`src/rtl/ball_locator.sv`:
```
// Finds a coloured ball in a raster pixel stream: accumulates ball-pixel coordinates per frame,
// then divides to get the centroid. Optional output smoothing under BALL_LOCATOR_SMOOTH_EN.
module ball_locator #(
    parameter int          H_ACTIVE  = 1024,
    parameter int          V_ACTIVE  = 768,
    parameter logic [3:0]  R_MIN     = 4'hC,
    parameter logic [3:0]  G_MAX     = 4'h4,
    parameter logic [3:0]  B_MAX     = 4'h4,
    parameter int          MIN_COUNT = 16,
    parameter int          RADIUS    = 2
) (
    input  logic        clock,
    input  logic        reset_n,
    input  logic [10:0] hcount,
    input  logic [9:0]  vcount,
    input  logic [11:0] pixel_in,
    input  logic        pixel_valid,
    output logic [10:0] x_out,
    output logic [9:0]  y_out,
    output logic        found,
    output logic        loc_valid,
    output logic        busy
);

    typedef enum logic [1:0] {ACCUM, DIVIDE, DONE} state_t;

    localparam logic [10:0] H_LAST = 11'(H_ACTIVE - 1);
    localparam logic [9:0]  V_LAST = 10'(V_ACTIVE - 1);

    // One restoring-division step: returns {quotient_bit, new_remainder}.
    function automatic logic [20:0] div_step(input logic [19:0] rem, input logic msb,
                                             input logic [19:0] divisor);
        logic [20:0] trial;
        logic [20:0] dext;
        trial = {rem, msb};
        dext  = {1'b0, divisor};
        if (trial >= dext) begin
            div_step = {1'b1, 20'(trial - dext)};
        end else begin
            div_step = {1'b0, trial[19:0]};
        end
    endfunction

    // Centroid to top-left corner, clamped at the screen edge.
    function automatic logic [29:0] sub_clamp(input logic [29:0] q);
        if (q < 30'(RADIUS)) begin
            sub_clamp = 30'd0;
        end else begin
            sub_clamp = q - 30'(RADIUS);
        end
    endfunction

    state_t      state_r;
    logic [29:0] sum_x_r, sum_y_r;
    logic [19:0] count_r;
    logic [29:0] quo_x_r, quo_y_r;
    logic [19:0] rem_x_r, rem_y_r;
    logic [19:0] div_r;
    logic [4:0]  iter_r;

    logic        ball_s, frame_end_s;
    logic [29:0] snap_x_s, snap_y_s;
    logic [19:0] snap_cnt_s;
    logic [20:0] step_x_s, step_y_s;
    logic [10:0] x_new_s;
    logic [9:0]  y_new_s;
    logic [29:0] clamp_x_s, clamp_y_s;

    assign ball_s = pixel_valid && (hcount < 11'(H_ACTIVE)) && (vcount < 10'(V_ACTIVE)) &&
                    (pixel_in[11:8] >= R_MIN) && (pixel_in[7:4] <= G_MAX) &&
                    (pixel_in[3:0] <= B_MAX);
    assign frame_end_s = pixel_valid && (hcount == H_LAST) && (vcount == V_LAST);

    // The frame-end pixel itself belongs to the snapshot handed to the divider.
    assign snap_x_s   = sum_x_r + (ball_s ? {19'd0, hcount} : 30'd0);
    assign snap_y_s   = sum_y_r + (ball_s ? {20'd0, vcount} : 30'd0);
    assign snap_cnt_s = count_r + (ball_s ? 20'd1 : 20'd0);

    assign step_x_s  = div_step(rem_x_r, quo_x_r[29], div_r);
    assign step_y_s  = div_step(rem_y_r, quo_y_r[29], div_r);
    assign clamp_x_s = sub_clamp(quo_x_r);
    assign clamp_y_s = sub_clamp(quo_y_r);
    assign x_new_s   = clamp_x_s[10:0];
    assign y_new_s   = clamp_y_s[9:0];

`ifdef BALL_LOCATOR_SMOOTH_EN
    logic [11:0] x_sum_s;
    logic [10:0] y_sum_s;
    assign x_sum_s = {1'b0, x_out} + {1'b0, x_new_s};
    assign y_sum_s = {1'b0, y_out} + {1'b0, y_new_s};
`endif

    // Accumulation, divider sequencing and registered outputs.
    always_ff @(posedge clock or negedge reset_n) begin
        if (!reset_n) begin
            state_r   <= ACCUM;
            sum_x_r   <= 30'd0;
            sum_y_r   <= 30'd0;
            count_r   <= 20'd0;
            quo_x_r   <= 30'd0;
            quo_y_r   <= 30'd0;
            rem_x_r   <= 20'd0;
            rem_y_r   <= 20'd0;
            div_r     <= 20'd0;
            iter_r    <= 5'd0;
            x_out     <= 11'd0;
            y_out     <= 10'd0;
            found     <= 1'b0;
            loc_valid <= 1'b0;
            busy      <= 1'b0;
        end else begin
            loc_valid <= 1'b0;
            // Accumulators clear on every frame end, even when the snapshot is dropped.
            if (frame_end_s) begin
                sum_x_r <= 30'd0;
                sum_y_r <= 30'd0;
                count_r <= 20'd0;
            end else if (ball_s) begin
                sum_x_r <= snap_x_s;
                sum_y_r <= snap_y_s;
                count_r <= snap_cnt_s;
            end else begin
                count_r <= count_r;
            end

            case (state_r)
                ACCUM: begin
                    if (frame_end_s) begin
                        quo_x_r <= snap_x_s;
                        quo_y_r <= snap_y_s;
                        rem_x_r <= 20'd0;
                        rem_y_r <= 20'd0;
                        div_r   <= snap_cnt_s;
                        iter_r  <= 5'd0;
                        busy    <= 1'b1;
                        state_r <= DIVIDE;
                    end else begin
                        state_r <= ACCUM;
                    end
                end
                DIVIDE: begin
                    quo_x_r <= {quo_x_r[28:0], step_x_s[20]};
                    quo_y_r <= {quo_y_r[28:0], step_y_s[20]};
                    rem_x_r <= step_x_s[19:0];
                    rem_y_r <= step_y_s[19:0];
                    iter_r  <= iter_r + 5'd1;
                    if (iter_r == 5'd29) begin
                        state_r <= DONE;
                    end else begin
                        state_r <= DIVIDE;
                    end
                end
                DONE: begin
                    busy      <= 1'b0;
                    loc_valid <= 1'b1;
                    state_r   <= ACCUM;
                    if (div_r >= 20'(MIN_COUNT)) begin
                        found <= 1'b1;
`ifdef BALL_LOCATOR_SMOOTH_EN
                        if (found) begin
                            x_out <= x_sum_s[11:1];
                            y_out <= y_sum_s[10:1];
                        end else begin
                            x_out <= x_new_s;
                            y_out <= y_new_s;
                        end
`else
                        x_out <= x_new_s;
                        y_out <= y_new_s;
`endif
                    end else begin
                        found <= 1'b0;
                    end
                end
                default: begin
                    busy    <= 1'b0;
                    state_r <= ACCUM;
                end
            endcase
        end
    end

endmodule

```
`config.mk`:
```
export PLATFORM = sky130hd
export DESIGN_NAME = ball_locator
export DESIGN_NICKNAME = d
export VERILOG_FILES = /design/src/rtl/ball_locator.sv
export SDC_FILE = /design/constraint.sdc
export NUM_CORES = 1
export LEC_CHECK = 0
export BUFFER_PORTS_ARGS = -buffer_cell sky130_fd_sc_hd__buf_2
export CAP_MARGIN = 40
export CORE_UTILIZATION = 60
export CTS_BUF_LIST = sky130_fd_sc_hd__clkbuf_8
export DETAILED_ROUTE_END_ITERATION = 7
export PLACE_DENSITY_LB_ADDON = 0.05
export SYNTH_ARGS = -nofsm -noshare
export SYNTH_HDL_FRONTEND = slang
export SYNTH_SLANG_ARGS = --single-unit
```
`constraint.sdc`:
```
create_clock -name clock -period 2.78 [get_ports clock]
set_input_delay 0.556 -clock clock [delete_from_list [all_inputs] [get_ports clock]]
set_output_delay 0.556 -clock clock [all_outputs]
set_load 0.03 [all_outputs]
```
==> results.toml <==
[outcome]
outcome = "finished with violations"
violations = "negative setup slack"

[setup_path]
path_class = "in2reg"
critPathMaxStageDelay_ns = 0.32
cpMostUsedCell = "a21oi_2"
cp_slowest_cell = "or3_1"
reg2regPathDepth = 10
cp.depth = 18
start_kind = "input port"
crit_family = "simple AND/OR/NAND/NOR gates"
critPathMaxFanout = 13
rrSetupSlack_ns = 0.13
setup.worst_path.end = "sum_x_r[22]$_DFFE_PN0P_"
crit_arrival_ns = 3.32
r2r-end = "rem_x_r[6]$_DFFE_PN0P_"
crit_start = "hcount[10]"
path_cells = "buf_6, nand2b_4, a21oi_2, nand4_1, buf_4, clkinvlp_4, buf_12, buf_8, and2_1, ha_4, nand3_4, a211oi_4, o41ai_4, a21oi_2, nand2_2, buf_12, or3_1, a21oi_2"
crit_required_ns = 3.25
worstSetupEndpointType = "flip-flop"
critPathBufInv = 6
timing.rr.start = "div_r[19]$_DFFE_PN0P_"

[synth]
synth-edff-count = 0
synth_ff_type = "dfrtp_1"
syn_inst = 1658
ys_warn_count = 0
synth_cell_types = 74
ys_seq_elements = 231
synth_area_sq_mm = 0.0144
async_flop_share = 1.00
ys_seq_area_frac = 0.401
synth_nets = 1765
syn_avg_cell_area_sq_um = 8.69

[floorplanning]
rows = 56
dieHeight_microns = 157
ios = 60
die_x_microns = 157
core-area_sq_mm = 0.0235
die_area_sq_mm = 0.0246
start_util = 0.612

[clock_network]
clk_latency_ns = 0.55
htreeDepth = 2
clockBufferDepth = 3
cts_tree = "yes"
cts_buffers = 41
clk_pin_slew_ns = 0.06
clock_sinks = 231
root_buffer = "clkbuf_8"

[sta]
period_needed_ns = 2.85
rsz0062_at_grt = "true"
fin_ws_ns = -0.0714
period_share = 1.03
final-max-slew-violation-count = 0
hold_viol_final = 0
max_freq_mhz = 351
tightest_slew_ns = 0.903
final.setup_skew_ns = 0.0180
setup_violations = 23
final.setup.tns_ns = -0.803
slew-limit-headroom = 0.398

[place]
placed_area_sq_mm = 0.0159
dpl.hpwl_microns = 26800
portBuffers = 57
globalplace.congestion = 0.886
placed_cells = 2065
pre_cts_ws_ns = -0.629

[global_routing]
grt-ovfl-total = 0
grt_pass1_wl_microns = 61600
grt_pass1_vias = 12100
grt_max_degree = 78
grtUsageTotal = 0.317
grt_antenna_before_repair = 0

[route]
first_pass_iters = 5
viasPerCell = 5.96
drt-total-wl_microns = 39200
drtAntennaViolNets = 0
drtIter0Drc = 988
drcViolationCount = 0
drt-wirelength-per-cell_microns = 18.1
vias = 12900

[final_layout]
drive_gt1_frac = 0.217
fill_cells = 1720
layout_commonest_cell = "dfrtp_1"
synthToLayoutAreaGrowth_pct = 22.1
layout.cells.non_filler = 2159
final_cell_mix = "dfrtp_1, nand2_1, o21ai_0"
nets = 1918
antenna_cells = 0
finalInstanceArea_sq_mm = 0.0176

[power_and_ir_drop]
p_leak_nw = 7.90
peakVddDrop_v = 0.000382
cellPowerDensity_mw_per_mm2 = 392
power.total_w = 0.00690

[min_path]
hold_path_class = "reg2reg"

[flow_run]
drv_cap = 0
-- how the worst min path moves through the flow --
stage,startpoint,to,depth (start not counted)
detailed placement,y_out[6]$_DFFE_PN0P_,y_out[6]$_DFFE_PN0P_,2
global placement,y_out[8]$_DFFE_PN0P_,y_out[8]$_DFFE_PN0P_,2
global route,x_out[8]$_DFFE_PN0P_,x_out[8]$_DFFE_PN0P_,2
finish,y_out[6]$_DFFE_PN0P_,y_out[6]$_DFFE_PN0P_,2
floorplan,reset_n,busy$_DFFE_PN0P_,0
CTS,y_out[6]$_DFFE_PN0P_,y_out[6]$_DFFE_PN0P_,2
-- sequential cells by signal (all words and copies together) (netlist names), 20 cells and up --
name     flops
quo_x_r     30
quo_y_r     30
sum_x_r     30
sum_y_r     30
count_r     20
div_r       20
rem_x_r     20
rem_y_r     20
-- synthesized netlist by cell type, types with 30 or more instances --
library cell / n / share of area
dfrtp_1: 231 / 0.40
nand2_1: 195 / 0.051
o21ai_0: 175 / 0.061
nor2_1: 137 / 0.036
xnor2_1: 86 / 0.052
a21oi_1: 77 / 0.027
xor2_1: 74 / 0.045
nand3_1: 68 / 0.024
ha_1: 67 / 0.058
clkbuf_1: 60 / 0.016
inv_1: 57 / 0.015
a22oi_1: 45 / 0.023
nand4_1: 35 / 0.015
and3_1: 30 / 0.013
nor3_1: 30 / 0.010
-- kinds of logic (layout without fill, tap and decap cells) --
group                      count (synthesis)  count (layout)  share of synthesized area
AOI/OAI and AO/OA                        426             426                      0.181
xor gates and xnor gates                 160             160                     0.0972
adders and majority gates                 71              71                     0.0637
buffers and inverters                    141             323                     0.0395
DFF                                      231             231                      0.401
muxes                                     26              26                     0.0183
other                                      1               1                   0.000260
and+or+nand+nor                          602             602                      0.199
-- worst reg2reg max path: cells and delay by family (launching register included) --
kind	cells	cell delay, ns
flops	1	0.40
compound gates	6	1.25
simple gates	1	0.14
buf+inv	2	0.38
fa+ha+maj	1	0.35
-- final cells by class --
class	count	area, sq um	area share
well taps	319	399	0.0227
repair inverters	1	7.51	0.000427
multi-input cells	1286	8800	0.500
clock buffers	54	743	0.0422
repair buffers	193	1530	0.0870
flip-flops and latches	231	5780	0.328
inverters	57	214	0.0122
clock inverters	18	126	0.00718
-- per-stage QoR --
step / utilization / hold slack (ns)
CTS: 0.718 / 0.481
finish: 0.748 / 0.470
floorplan: - / 0.260
detailed placement: 0.675 / 0.468
global placement: 0.675 / 0.459
global route: 0.748 / 0.505
-- power by group --
group,leakage (nW),switching [W],internal [W]
clock,0.494,0.00142,0.00191
sequential,2.86,0.00000729,0.00337
combinational,4.55,0.000119,0.0000659
total,7.90,0.00155,0.00535
-- per-layer routing --
layer	global-route usage	part of all wire
met1	0.445	0.45
met2	0.491	0.45
met3	0.0631	0.074
met4	0.104	0.024
met5	0	0
-- timing repair --
item | 4_1_cts | 5_1_grt
hold endpoints to repair | 1 | 0
endpoints found under the setup margin | 29 | 117
pin swaps | 0 | 58
hold buffers | 1 | 0
gates cloned | 1 | 0
setup buffers | 7 | 13
gates resized for setup | 19 | 139
(Power assumes the default switching activity.)
